[src/rtl/xadac_pkg.sv]
// Shared types and sizing for the xadac accelerator blocks.
package xadac_pkg;

    localparam int SbLen        = 4;
    localparam int IdWidth      = $clog2(SbLen);
    localparam int AddrWidth    = 32;
    localparam int RegDataWidth = 32;
    localparam int InstrWidth   = 32;
    localparam int VecDataWidth = 64;
    localparam int VecElemWidth = 8;
    localparam int VecLenWidth  = 4;
    localparam int NumRs        = 2;
    localparam int NumVs        = 3;

    typedef logic [IdWidth-1:0]      IdT;
    typedef logic [AddrWidth-1:0]    AddrT;
    typedef logic [RegDataWidth-1:0] RegDataT;
    typedef logic [InstrWidth-1:0]   InstrT;
    typedef logic [VecDataWidth-1:0] VecDataT;
    typedef logic [VecLenWidth-1:0]  VecLenT;

    typedef struct packed {
        IdT    id;
        InstrT instr;
    } dec_req_t;

    typedef struct packed {
        IdT               id;
        logic [NumRs-1:0] rs_read;
        logic [NumVs-1:0] vs_read;
        logic             rd_clobber;
        logic             vd_clobber;
        logic             accept;
    } dec_rsp_t;

    typedef struct packed {
        IdT                                 id;
        InstrT                              instr;
        logic [NumRs-1:0][RegDataWidth-1:0] rs_data;
    } exe_req_t;

    typedef struct packed {
        IdT      id;
        logic    rd_write;
        RegDataT rd_data;
        logic    vd_write;
        VecDataT vd_data;
    } exe_rsp_t;

endpackage

[src/rtl/xadac_if.sv]
// xadac decode/execute handshake bundle shared by the functional units.
interface xadac_if;
    import xadac_pkg::*;

    dec_req_t dec_req;
    logic     dec_req_valid;
    logic     dec_req_ready;
    dec_rsp_t dec_rsp;
    logic     dec_rsp_valid;
    logic     dec_rsp_ready;
    exe_req_t exe_req;
    logic     exe_req_valid;
    logic     exe_req_ready;
    exe_rsp_t exe_rsp;
    logic     exe_rsp_valid;
    logic     exe_rsp_ready;

    modport slv (
        input  dec_req, dec_req_valid, dec_rsp_ready, exe_req, exe_req_valid, exe_rsp_ready,
        output dec_req_ready, dec_rsp, dec_rsp_valid, exe_req_ready, exe_rsp, exe_rsp_valid
    );

    modport mst (
        output dec_req, dec_req_valid, dec_rsp_ready, exe_req, exe_req_valid, exe_rsp_ready,
        input  dec_req_ready, dec_rsp, dec_rsp_valid, exe_req_ready, exe_rsp, exe_rsp_valid
    );

endinterface

[src/rtl/xadac_vload.sv]
// xadac vector load unit: one AXI read per instruction, zero-masked beyond vlen,
// returned as a vd write. A per-id scoreboard lets up to SbLen loads overlap.
module xadac_vload
    import xadac_pkg::*;
(
    input  logic                    clk,
    input  logic                    rstn,
    xadac_if.slv                    slv,
    output logic [IdWidth-1:0]      axi_ar_id,
    output logic [AddrWidth-1:0]    axi_ar_addr,
    output logic                    axi_ar_valid,
    input  logic                    axi_ar_ready,
    input  logic [IdWidth-1:0]      axi_r_id,
    input  logic [VecDataWidth-1:0] axi_r_data,
    input  logic                    axi_r_valid,
    output logic                    axi_r_ready
);

    localparam int NumElem = VecDataWidth / VecElemWidth;

    typedef struct packed {
        AddrT    addr;
        VecLenT  vlen;
        VecDataT data;
        logic    exe_req_done;
        logic    axi_ar_done;
        logic    axi_r_done;
        logic    exe_rsp_done;
    } sb_entry_t;

    // Zero every element whose index is at or beyond vlen.
    function automatic VecDataT mask_vec(input VecDataT data, input VecLenT vlen);
        VecDataT res;
        res = data;
        for (int i = 0; i < NumElem; i++) begin
            if (32'(i) >= 32'(vlen)) begin
                res[i*VecElemWidth +: VecElemWidth] = {VecElemWidth{1'b0}};
            end else begin
                res[i*VecElemWidth +: VecElemWidth] = data[i*VecElemWidth +: VecElemWidth];
            end
        end
        return res;
    endfunction

    sb_entry_t sb_q [SbLen];
    sb_entry_t sb_d [SbLen];

    logic     ar_valid_q;
    IdT       ar_id_q;
    AddrT     ar_addr_q;
    logic     ar_valid_d;
    IdT       ar_id_d;
    AddrT     ar_addr_d;
    logic     rsp_valid_q;
    exe_rsp_t rsp_q;
    logic     rsp_valid_d;
    exe_rsp_t rsp_d;

    logic     exe_req_ready_s;
    logic     axi_r_ready_s;
    logic     ar_found_s;
    IdT       ar_sel_s;
    logic     rsp_found_s;
    IdT       rsp_sel_s;
    dec_rsp_t dec_rsp_s;
    logic     unused_s;

    // Decode always accepts and claims rs1 plus the vd destination.
    always_comb begin
        dec_rsp_s            = {$bits(dec_rsp_t){1'b0}};
        dec_rsp_s.id         = slv.dec_req.id;
        dec_rsp_s.rs_read    = {{(NumRs-1){1'b0}}, 1'b1};
        dec_rsp_s.vs_read    = {NumVs{1'b0}};
        dec_rsp_s.rd_clobber = 1'b0;
        dec_rsp_s.vd_clobber = 1'b1;
        dec_rsp_s.accept     = 1'b1;
    end

    assign slv.dec_rsp       = dec_rsp_s;
    assign slv.dec_rsp_valid = slv.dec_req_valid;
    assign slv.dec_req_ready = slv.dec_req_valid & slv.dec_rsp_ready;

    // Handshake readies are judged on the registered scoreboard only.
    assign exe_req_ready_s = slv.exe_req_valid & ~sb_q[slv.exe_req.id].exe_req_done;
    assign axi_r_ready_s   = axi_r_valid & sb_q[axi_r_id].axi_ar_done & ~sb_q[axi_r_id].axi_r_done;

    assign slv.exe_req_ready = exe_req_ready_s;
    assign axi_r_ready       = axi_r_ready_s;
    assign slv.exe_rsp       = rsp_q;
    assign slv.exe_rsp_valid = rsp_valid_q;
    assign axi_ar_id         = ar_id_q;
    assign axi_ar_addr       = ar_addr_q;
    assign axi_ar_valid      = ar_valid_q;

    // Instruction bits outside vlen and the second source operand are not needed here.
    assign unused_s = ^{slv.dec_req.instr, slv.exe_req.instr, slv.exe_req.rs_data[1]};

    // Scoreboard next state: exe req, AR, R, rsp, then clean, applied in that order.
    always_comb begin
        sb_d        = sb_q;
        ar_valid_d  = ar_valid_q;
        ar_id_d     = ar_id_q;
        ar_addr_d   = ar_addr_q;
        rsp_valid_d = rsp_valid_q;
        rsp_d       = rsp_q;
        ar_found_s  = 1'b0;
        ar_sel_s    = {IdWidth{1'b0}};
        rsp_found_s = 1'b0;
        rsp_sel_s   = {IdWidth{1'b0}};

        if (exe_req_ready_s) begin
            sb_d[slv.exe_req.id].addr         = slv.exe_req.rs_data[0];
            sb_d[slv.exe_req.id].vlen         = slv.exe_req.instr[25 +: VecLenWidth];
            sb_d[slv.exe_req.id].exe_req_done = 1'b1;
        end else begin
        end

        if (!ar_valid_q || axi_ar_ready) begin
            ar_valid_d = 1'b0;
            for (int i = 0; i < SbLen; i++) begin
                if (!ar_found_s && sb_d[i].exe_req_done && !sb_d[i].axi_ar_done) begin
                    ar_found_s = 1'b1;
                    ar_sel_s   = IdT'(i);
                end else begin
                end
            end
            if (ar_found_s) begin
                ar_valid_d                  = 1'b1;
                ar_id_d                     = ar_sel_s;
                ar_addr_d                   = sb_d[ar_sel_s].addr;
                sb_d[ar_sel_s].axi_ar_done  = 1'b1;
            end else begin
            end
        end else begin
        end

        if (axi_r_ready_s) begin
            sb_d[axi_r_id].data       = mask_vec(axi_r_data, sb_q[axi_r_id].vlen);
            sb_d[axi_r_id].axi_r_done = 1'b1;
        end else begin
        end

        if (!rsp_valid_q || slv.exe_rsp_ready) begin
            rsp_valid_d = 1'b0;
            for (int i = 0; i < SbLen; i++) begin
                if (!rsp_found_s && sb_d[i].axi_r_done && !sb_d[i].exe_rsp_done) begin
                    rsp_found_s = 1'b1;
                    rsp_sel_s   = IdT'(i);
                end else begin
                end
            end
            if (rsp_found_s) begin
                rsp_valid_d                  = 1'b1;
                rsp_d                        = {$bits(exe_rsp_t){1'b0}};
                rsp_d.id                     = rsp_sel_s;
                rsp_d.vd_write               = 1'b1;
                rsp_d.vd_data                = sb_d[rsp_sel_s].data;
                sb_d[rsp_sel_s].exe_rsp_done = 1'b1;
            end else begin
            end
        end else begin
        end

        // An id still sitting in the response register stays busy until it is delivered.
        for (int i = 0; i < SbLen; i++) begin
            if (sb_d[i].exe_req_done && sb_d[i].axi_ar_done && sb_d[i].axi_r_done &&
                sb_d[i].exe_rsp_done && !(rsp_valid_d && (rsp_d.id == IdT'(i)))) begin
                sb_d[i] = {$bits(sb_entry_t){1'b0}};
            end else begin
            end
        end
    end

    // State registers; reset drops every in-flight load.
    always_ff @(posedge clk or negedge rstn) begin
        if (!rstn) begin
            for (int i = 0; i < SbLen; i++) begin
                sb_q[i] <= {$bits(sb_entry_t){1'b0}};
            end
            ar_valid_q  <= 1'b0;
            ar_id_q     <= {IdWidth{1'b0}};
            ar_addr_q   <= {AddrWidth{1'b0}};
            rsp_valid_q <= 1'b0;
            rsp_q       <= {$bits(exe_rsp_t){1'b0}};
        end else begin
            sb_q        <= sb_d;
            ar_valid_q  <= ar_valid_d;
            ar_id_q     <= ar_id_d;
            ar_addr_q   <= ar_addr_d;
            rsp_valid_q <= rsp_valid_d;
            rsp_q       <= rsp_d;
        end
    end

endmodule

[src/flat_wrapper.sv]
// flat-port wrapper written by rule: the top's interface ports become plain ports
module xadac_vload_flat import xadac_pkg::*;
  (clk, rstn, axi_ar_id, axi_ar_addr, axi_ar_valid, axi_ar_ready, axi_r_id, axi_r_data, axi_r_valid, axi_r_ready, slv_dec_req, slv_dec_req_valid, slv_dec_rsp_ready, slv_exe_req, slv_exe_req_valid, slv_exe_rsp_ready, slv_dec_req_ready, slv_dec_rsp, slv_dec_rsp_valid, slv_exe_req_ready, slv_exe_rsp, slv_exe_rsp_valid);
  xadac_if slv_i ();
  input  logic clk;
  input  logic rstn;
  output logic [IdWidth-1:0] axi_ar_id;
  output logic [AddrWidth-1:0] axi_ar_addr;
  output logic axi_ar_valid;
  input  logic axi_ar_ready;
  input  logic [IdWidth-1:0] axi_r_id;
  input  logic [VecDataWidth-1:0] axi_r_data;
  input  logic axi_r_valid;
  output logic axi_r_ready;
  input wire logic [$bits(slv_i.dec_req)-1:0] slv_dec_req;
  input wire logic [$bits(slv_i.dec_req_valid)-1:0] slv_dec_req_valid;
  input wire logic [$bits(slv_i.dec_rsp_ready)-1:0] slv_dec_rsp_ready;
  input wire logic [$bits(slv_i.exe_req)-1:0] slv_exe_req;
  input wire logic [$bits(slv_i.exe_req_valid)-1:0] slv_exe_req_valid;
  input wire logic [$bits(slv_i.exe_rsp_ready)-1:0] slv_exe_rsp_ready;
  output wire logic [$bits(slv_i.dec_req_ready)-1:0] slv_dec_req_ready;
  output wire logic [$bits(slv_i.dec_rsp)-1:0] slv_dec_rsp;
  output wire logic [$bits(slv_i.dec_rsp_valid)-1:0] slv_dec_rsp_valid;
  output wire logic [$bits(slv_i.exe_req_ready)-1:0] slv_exe_req_ready;
  output wire logic [$bits(slv_i.exe_rsp)-1:0] slv_exe_rsp;
  output wire logic [$bits(slv_i.exe_rsp_valid)-1:0] slv_exe_rsp_valid;
  assign slv_i.dec_req = slv_dec_req;
  assign slv_i.dec_req_valid = slv_dec_req_valid;
  assign slv_i.dec_rsp_ready = slv_dec_rsp_ready;
  assign slv_i.exe_req = slv_exe_req;
  assign slv_i.exe_req_valid = slv_exe_req_valid;
  assign slv_i.exe_rsp_ready = slv_exe_rsp_ready;
  assign slv_dec_req_ready = slv_i.dec_req_ready;
  assign slv_dec_rsp = slv_i.dec_rsp;
  assign slv_dec_rsp_valid = slv_i.dec_rsp_valid;
  assign slv_exe_req_ready = slv_i.exe_req_ready;
  assign slv_exe_rsp = slv_i.exe_rsp;
  assign slv_exe_rsp_valid = slv_i.exe_rsp_valid;
  xadac_vload u_core (.clk(clk), .rstn(rstn), .slv(slv_i), .axi_ar_id(axi_ar_id), .axi_ar_addr(axi_ar_addr), .axi_ar_valid(axi_ar_valid), .axi_ar_ready(axi_ar_ready), .axi_r_id(axi_r_id), .axi_r_data(axi_r_data), .axi_r_valid(axi_r_valid), .axi_r_ready(axi_r_ready));
endmodule
[config.mk]
export PLATFORM = sky130hd
export DESIGN_NAME = xadac_vload_flat
export DESIGN_NICKNAME = d
export VERILOG_FILES = /design/src/rtl/xadac_pkg.sv /design/src/rtl/xadac_if.sv /design/src/rtl/xadac_vload.sv /design/src/flat_wrapper.sv
export SDC_FILE = /design/constraint.sdc
export NUM_CORES = 1
export LEC_CHECK = 0
export CELL_PAD_IN_SITES_DETAIL_PLACEMENT = 0
export CELL_PAD_IN_SITES_GLOBAL_PLACEMENT = 1
export CORE_ASPECT_RATIO = 0.6
export CORE_UTILIZATION = 47
export CTS_BUF_LIST = sky130_fd_sc_hd__clkbuf_4 sky130_fd_sc_hd__clkbuf_8
export CTS_CLUSTER_DIAMETER = 60
export DETAILED_ROUTE_END_ITERATION = 10
export PLACE_DENSITY = 0.89
export SETUP_SLACK_MARGIN = 0.5
export SLEW_MARGIN = 15
export SYNTH_ARGS = -nofsm -noshare
export SYNTH_HDL_FRONTEND = slang
export SYNTH_SLANG_ARGS = --single-unit
[constraint.sdc]
create_clock -name clk -period 5.7 [get_ports clk]
set_input_delay 0.855 -clock clk [delete_from_list [all_inputs] [get_ports clk]]
set_output_delay 0.855 -clock clk [all_outputs]
set_load 0.01 [all_outputs]
==> flow_summary.json, run 1 <==
{
  "status": "finished, final reports clean",
  "ys_ff_latch": 519,
  "dp_hpwl_mm": 47.5,
  "slew_headroom": 0.252,
  "cp_slowest_cell": "clkdlybuf4s50_1",
  "cts_setup_buffers": 0,
  "area_delta_synth_final_pct": 17.6,
  "cts_resized": 0,
  "synth_top_family_by_area": "simple AND/OR/NAND/NOR gates",
  "rows": 65,
  "synth_top_area_share": 0.520,
  "ys_seq_area_frac": 0.520,
  "ys_async_sr_fraction": 1.00,
  "die_area_um2": 54100,
  "cp_data_required_time_ps": 6200,
  "rsz0062_at_grt": "no",
  "fmax_mhz": 240,
  "nets": 3067,
  "synth_area_leader_cell": "dfrtp_1",
  "start_util": 0.476,
  "skew_ps": 36.6,
  "synth-compound-area-share": 0.169,
  "portBuffers": 218,
  "synthTopCellsByArea": "dfrtp_1, nor2_1, mux2i_1",
  "tightest_slew_ps": 1120,
  "grt_pass1_wl_mm": 125,
  "cp-start-kind": "input pin",
  "via_count": 22023,
  "hold_viol_final": 0,
  "synthDistinctLibCells": 65,
  "antenna_left": 0,
  "p_leak_nw": 13.0,
  "crit_path_end_kind": "register",
  "first_pass_iters": 7,
  "placed_cell_area_um2": 27600,
  "cts_root_buf": "clkbuf_8",
  "drv_slew": 0,
  "cp_cell_sequence": "clkdlybuf4s50_1 -> mux4_2 -> or3_1 -> nor2_8 -> nor2_1 -> a32o_2 -> a2bb2oi_1 -> o211ai_1",
  "drive_gt1_frac": 0.0909,
  "drt-initial-drc-count": 2419,
  "cts.sinks": 519,
  "powerDensity_nw_per_um2": 543,
  "worstSetupPathType": "input pin to register",
  "routed_via_density": 6.07,
  "grt.total_usage": 0.293,
  "grt_overflow_total": 0,
  "yosysMostFrequentCell": "dfrtp_1",
  "hold_buffers": 0,
  "cap_violations": 0,
  "fin_crit_sh": 0.732,
  "synth_adder_area_share": 0,
  "ys.warnings.count": 0,
  "cts_buffers": 81,
  "synth_common_cells": "dfrtp_1, nor2_1, nand2_1",
  "dieWidth_um": 300,
  "r2r_slack_ps": 2430,
  "first_global_vias": 22070,
  "max_stage_delay_ps": 1000,
  "setup-tns-final_ps": 0,
  "yosys.area_share.simple": 0.186,
  "clkLatencyLatePin_ps": 650,
  "clkTransAtPathRegs_ps": 60,
  "core_area_um2": 52500,
  "gp_congestion": 0.860,
  "arrival_ps": 4670,
  "grt_max_degree": 135,
  "synth_xor_area_frac": 0,
  "r2r-end": "u_core.sb_q[108]",
  "die_y_um": 181,
  "htreeDepth": 3,
  "rr_worst_depth": 8,
  "setup_viol_count_final": 0,
  "antenna_found_initial": 3,
  "peakVddDrop_v": 0.000376,
  "muxShareOfSynthArea": 0.0724,
  "cts_tree": "built",
  "stdcell_area_um2": 29400,
  "io_pins": 356,
  "post-route-min-period_ps": 4170,
  "avgSynthCellArea_um2": 9.22,
  "route.detailed.drc": 0,
  "cp_max_fo": 20,
  "clockBufferDepth": 3,
  "synth_area_um2": 25000,
  "synthFlopType": "dfrtp_1",
  "wl_per_cell_um": 22.1,
  "postSynthCellCount": 2709,
  "synth-edff-count": 0,
  "finalWirelength_mm": 80.3,
  "hold_path.class": "input pin to async pin",
  "reg2reg_from": "u_core.sb_q[314]"
}
## flip-flops by register name (all words and copies together), names as in the netlist
signal,flops
u_core.sb_q,416
u_core.slv.exe_rsp,67
u_core.axi_ar_addr,32
u_core.axi_ar_id,2
u_core.axi_ar_valid,1
u_core.slv.exe_rsp_valid,1
## per-stage QoR
| step | utilization | total power, mW | hold WS, ps | worst slack (ps) | instances |
|---|---|---|---|---|---|
| floorplan | - | 9.87 | 467 | 2830 | 2748 |
| global placement | 0.525 | 12.1 | 454 | 986 | 3481 |
| detailed placement | 0.525 | 12.4 | 462 | 937 | 3481 |
| CTS | 0.559 | 15.9 | 300 | 1620 | 3628 |
| global route | 0.559 | 16.9 | 344 | 1430 | 3631 |
| finish | 0.559 | 16.0 | 276 | 1530 | 3631 |
## power by group
part           internal, mW  switching (mW)  leakage (nW)
sequential             4.96           0.637          7.00
combinational          2.35            4.57          5.04
clock                  1.93            1.52         0.951
## kinds of logic after synthesis
kind of cell           after synthesis
AO/OA/AOI/OAI                      649
buffers and inverters              254
flip-flops                         519
multiplexers                       173
other                                2
AND/OR/NAND/NOR                   1112
## critical path: cells and delay by family
kind            cells  cell delay, ps
simple gates        3            1170
mux                 1             890
compound gates      3             730
buf+inv             1            1000
## area by class of cell
cell class	count	area, µm²
Antenna cell	3	7.51
Clock buffer	132	1650
Clock inverter	15	144
Fill cell	4578	23100
Inverter	12	45.0
Multi-Input combinational cell	1975	11000
Sequential cell	519	13000
Tap cell	703	880
Timing Repair Buffer	272	2720
## per-layer routing
layer / share of wire / wire, µm / global-route usage / vias up
li1: - / - / - / 9686
met5: 0 / 0 / 0 / -
met3: 0.091 / 7280 / 0.0544 / 168
met4: 0.025 / 2000 / 0.105 / 0
met1: 0.43 / 34100 / 0.415 / 10950
met2: 0.46 / 36900 / 0.451 / 1219
## worst max-delay path by stage
stage | from | depth (start not counted) | slack, ps | endpoint
2_1_floorplan | axi_r_id[0] | 9 | 2830 | u_core.slv.exe_rsp[0]
3_3_place_gp | axi_r_id[0] | 8 | 990 | u_core.slv.exe_rsp[5]
3_5_place_dp | axi_r_id[0] | 8 | 940 | u_core.slv.exe_rsp[0]
4_1_cts | axi_r_id[0] | 8 | 1620 | u_core.slv.exe_rsp[0]
5_1_grt | axi_r_id[0] | 9 | 1430 | u_core.sb_q[128]
6_report | axi_r_id[0] | 8 | 1530 | u_core.slv.exe_rsp[5]
## layout by cell type (no fill, tap or decap), types with 26 or more instances in the layout
master,Yosys,routed
a22oi_1,49,49
o22ai_1,50,50
mux2i_1,157,157
a21oi_1,240,239
nor3_1,64,62
clkdlybuf4s50_1,0,217
nor2_1,481,475
o221ai_1,26,26
a211oi_1,33,33
buf_4,59,44
dfrtp_1,519,519
o21ai_0,88,88
nand2_1,412,409
clkbuf_4,0,26
clkbuf_8,0,106
conb_1,2,41
nand3_1,35,35
Note: power is estimated with default switching activity, not from simulation.
==> run 2, diff against run 1 <==
--- a/config.mk
+++ b/config.mk
@@ -8,11 +8,11 @@
 export CELL_PAD_IN_SITES_DETAIL_PLACEMENT = 0
 export CELL_PAD_IN_SITES_GLOBAL_PLACEMENT = 1
 export CORE_ASPECT_RATIO = 0.6
-export CORE_UTILIZATION = 47
+export CORE_UTILIZATION = 39
 export CTS_BUF_LIST = sky130_fd_sc_hd__clkbuf_4 sky130_fd_sc_hd__clkbuf_8
 export CTS_CLUSTER_DIAMETER = 60
 export DETAILED_ROUTE_END_ITERATION = 10
-export PLACE_DENSITY = 0.89
+export PLACE_DENSITY = 0.79
 export SETUP_SLACK_MARGIN = 0.5
 export SLEW_MARGIN = 15
 export SYNTH_ARGS = -nofsm -noshare
==> constraint.sdc (replaced) <==
create_clock -name clk -period 3.35 [get_ports clk]
set_input_delay 0.5025 -clock clk [delete_from_list [all_inputs] [get_ports clk]]
set_output_delay 0.5025 -clock clk [all_outputs]
set_load 0.01 [all_outputs]
==> flow_summary.json, run 2 (synthesized netlist as in run 1, its figures left out) <==
{
  "via_count": 22130,
  "drt-initial-drc-count": 2305,
  "grt.total_usage": 0.256,
  "final_cells": 3863,
  "cts_setup_buffers": 0,
  "tightest_slew_ps": 967,
  "antenna_left": 0,
  "post-route-min-period_ps": 2700,
  "powerDensity_nw_per_um2": 927,
  "crit_start": "axi_r_id[0]",
  "htreeDepth": 3,
  "worstSetupPathType": "input pin to register",
  "rows": 71,
  "largest_reg_flops": 416,
  "top_register": "u_core.sb_q",
  "wl_per_cell_um": 21.7,
  "clkLatencyLatePin_ps": 730,
  "combPwrFrac": 0.456,
  "status": "complete, but fails checks",
  "first_pass_iters": 11,
  "p_leak_nw": 13.6,
  "io_pins": 356,
  "route.detailed.drc": 9,
  "fmax_mhz": 370,
  "multi_input_area_um2": 10900,
  "clkTransAtPathRegs_ps": 60,
  "hold_viol_final": 0,
  "crit_path_end_kind": "register",
  "final_cell_mix": "dfrtp_1, nor2_1, nand2_1",
  "core_area_um2": 63000,
  "cap_violations": 0,
  "fin_crit_sh": 0.807,
  "area_delta_synth_final_pct": 22.8,
  "portBuffers": 218,
  "rsz0062_at_grt": "no",
  "dieWidth_um": 329,
  "arrival_ps": 3260,
  "dp_cells": 3711,
  "first_global_vias": 22177,
  "violations": "DRC",
  "clockBufferDepth": 3,
  "gp_congestion": 0.880,
  "die_y_um": 198,
  "cts_tree": "built",
  "hold_path.class": "input pin to async pin",
  "setup-tns-final_ps": 0,
  "reg2reg_from": "u_core.sb_q[106]",
  "power.total_mw": 28.4,
  "grt_max_degree": 106,
  "die_area_um2": 65100,
  "fill_cells": 5742,
  "antenna_found_initial": 6,
  "slew_headroom": 0.356,
  "p_sw_frac": 0.418,
  "power_frac_seq": 0.336,
  "dp_hpwl_mm": 52.3,
  "nets": 3165,
  "cts.sinks": 519,
  "start_util": 0.397,
  "grt_pass1_wl_mm": 129,
  "drv_slew": 0,
  "final_common_cell": "dfrtp_1",
  "cts_root_buf": "clkbuf_8",
  "grt_overflow_total": 0,
  "layout.area.seq_um2": 13000,
  "cts_buffers": 84,
  "setup_viol_count_final": 0,
  "power_switching_mw": 11.9,
  "skew_ps": 49.9,
  "clkPwrFrac": 0.208,
  "drive_gt1_frac": 0.119,
  "routed_via_density": 5.73,
  "cp-start-kind": "input pin",
  "cp_max_fo": 47,
  "finalWirelength_mm": 83.7,
  "peakVddDrop_v": 0.000669,
  "p_int_mw": 16.5,
  "cp_data_required_time_ps": 3900
}
## run 2: cell count changes in the layout (fill, tap and decap cells not counted), moves of 3 or more
cell,delta
clkbuf_4,-6
inv_8,+3
buf_12,+37
clkinv_2,+10
buf_4,+57
clkbuf_8,-10
diode_2,+3
## run 2: final timing paths
kind / to / slack [ps] / cells past startpoint
min: u_core.sb_q[409] / 370 / 2
min reg2reg: u_core.axi_ar_addr[1] / 480 / 2
max reg2reg: u_core.sb_q[188] / 660 / 9
max in group asynchronous: u_core.sb_q[168] / 1970 / 3
min in group clk: u_core.sb_q[69] / 460 / 3
max: u_core.sb_q[188] / 650 / 11
## run 2: metal layers
layer  wire length (µm)  GRT usage
met1              37400      0.364
met2              36800      0.378
met3               7250     0.0615
met4               2240     0.0908
met5                  0          0
## run 2: metrics by stage
| step | utilization | cell area, µm² | hold WS [ps] | worst slack (ps) |
|---|---|---|---|---|
| final | 0.487 | 30700 | 373 | 645 |
| after CTS | 0.487 | 30700 | 339 | 616 |
| after floorplan | - | 25100 | 207 | 834 |
| after global routing | 0.487 | 30700 | 368 | 531 |
| after detailed placement | 0.459 | 28900 | 460 | -62.1 |
| after global placement | 0.459 | 28900 | 457 | -112 |
## run 2: critical path, cell delays in order
cell and delay [ps]:
clkdlybuf4s50_1 500, buf_12 170, and4b_1 230, o21ba_2 220
buf_4 160, a21oi_1 280, o22a_1 320, o221ai_1 240
nor2_4 200, buf_12 290, nor2_1 110
## run 2: area by class of cell
type / instances / area share
tap: 839 / 0.0342
timing repair buffer: 367 / 0.127
sequential: 519 / 0.423
multi-input combinational: 1975 / 0.357
clock inverter: 29 / 0.00905
inverter: 12 / 0.00147
antenna: 6 / 0.000489
clock buffer: 116 / 0.0479
## run 2: timing repair
| action | CTS | global route |
|---|---|---|
| gates resized for setup | 4 | 1 |
| endpoints found under the setup margin | 2 | 3 |
| hold buffers | 1 | 0 |
| endpoints found under the hold margin | 53 | 0 |
| cloned | 0 | 0 |
## run 2: power groups by stage
stage | registers, mW | clock network [mW] | logic [mW]
after floorplan | 9.43 | 0 | 7.37
after global placement | 9.52 | 0 | 12.5
after detailed placement | 9.62 | 0 | 12.8
after CTS | 9.54 | 6.06 | 12.8
after global routing | 9.77 | 6.30 | 14.0
final | 9.56 | 5.92 | 13.0
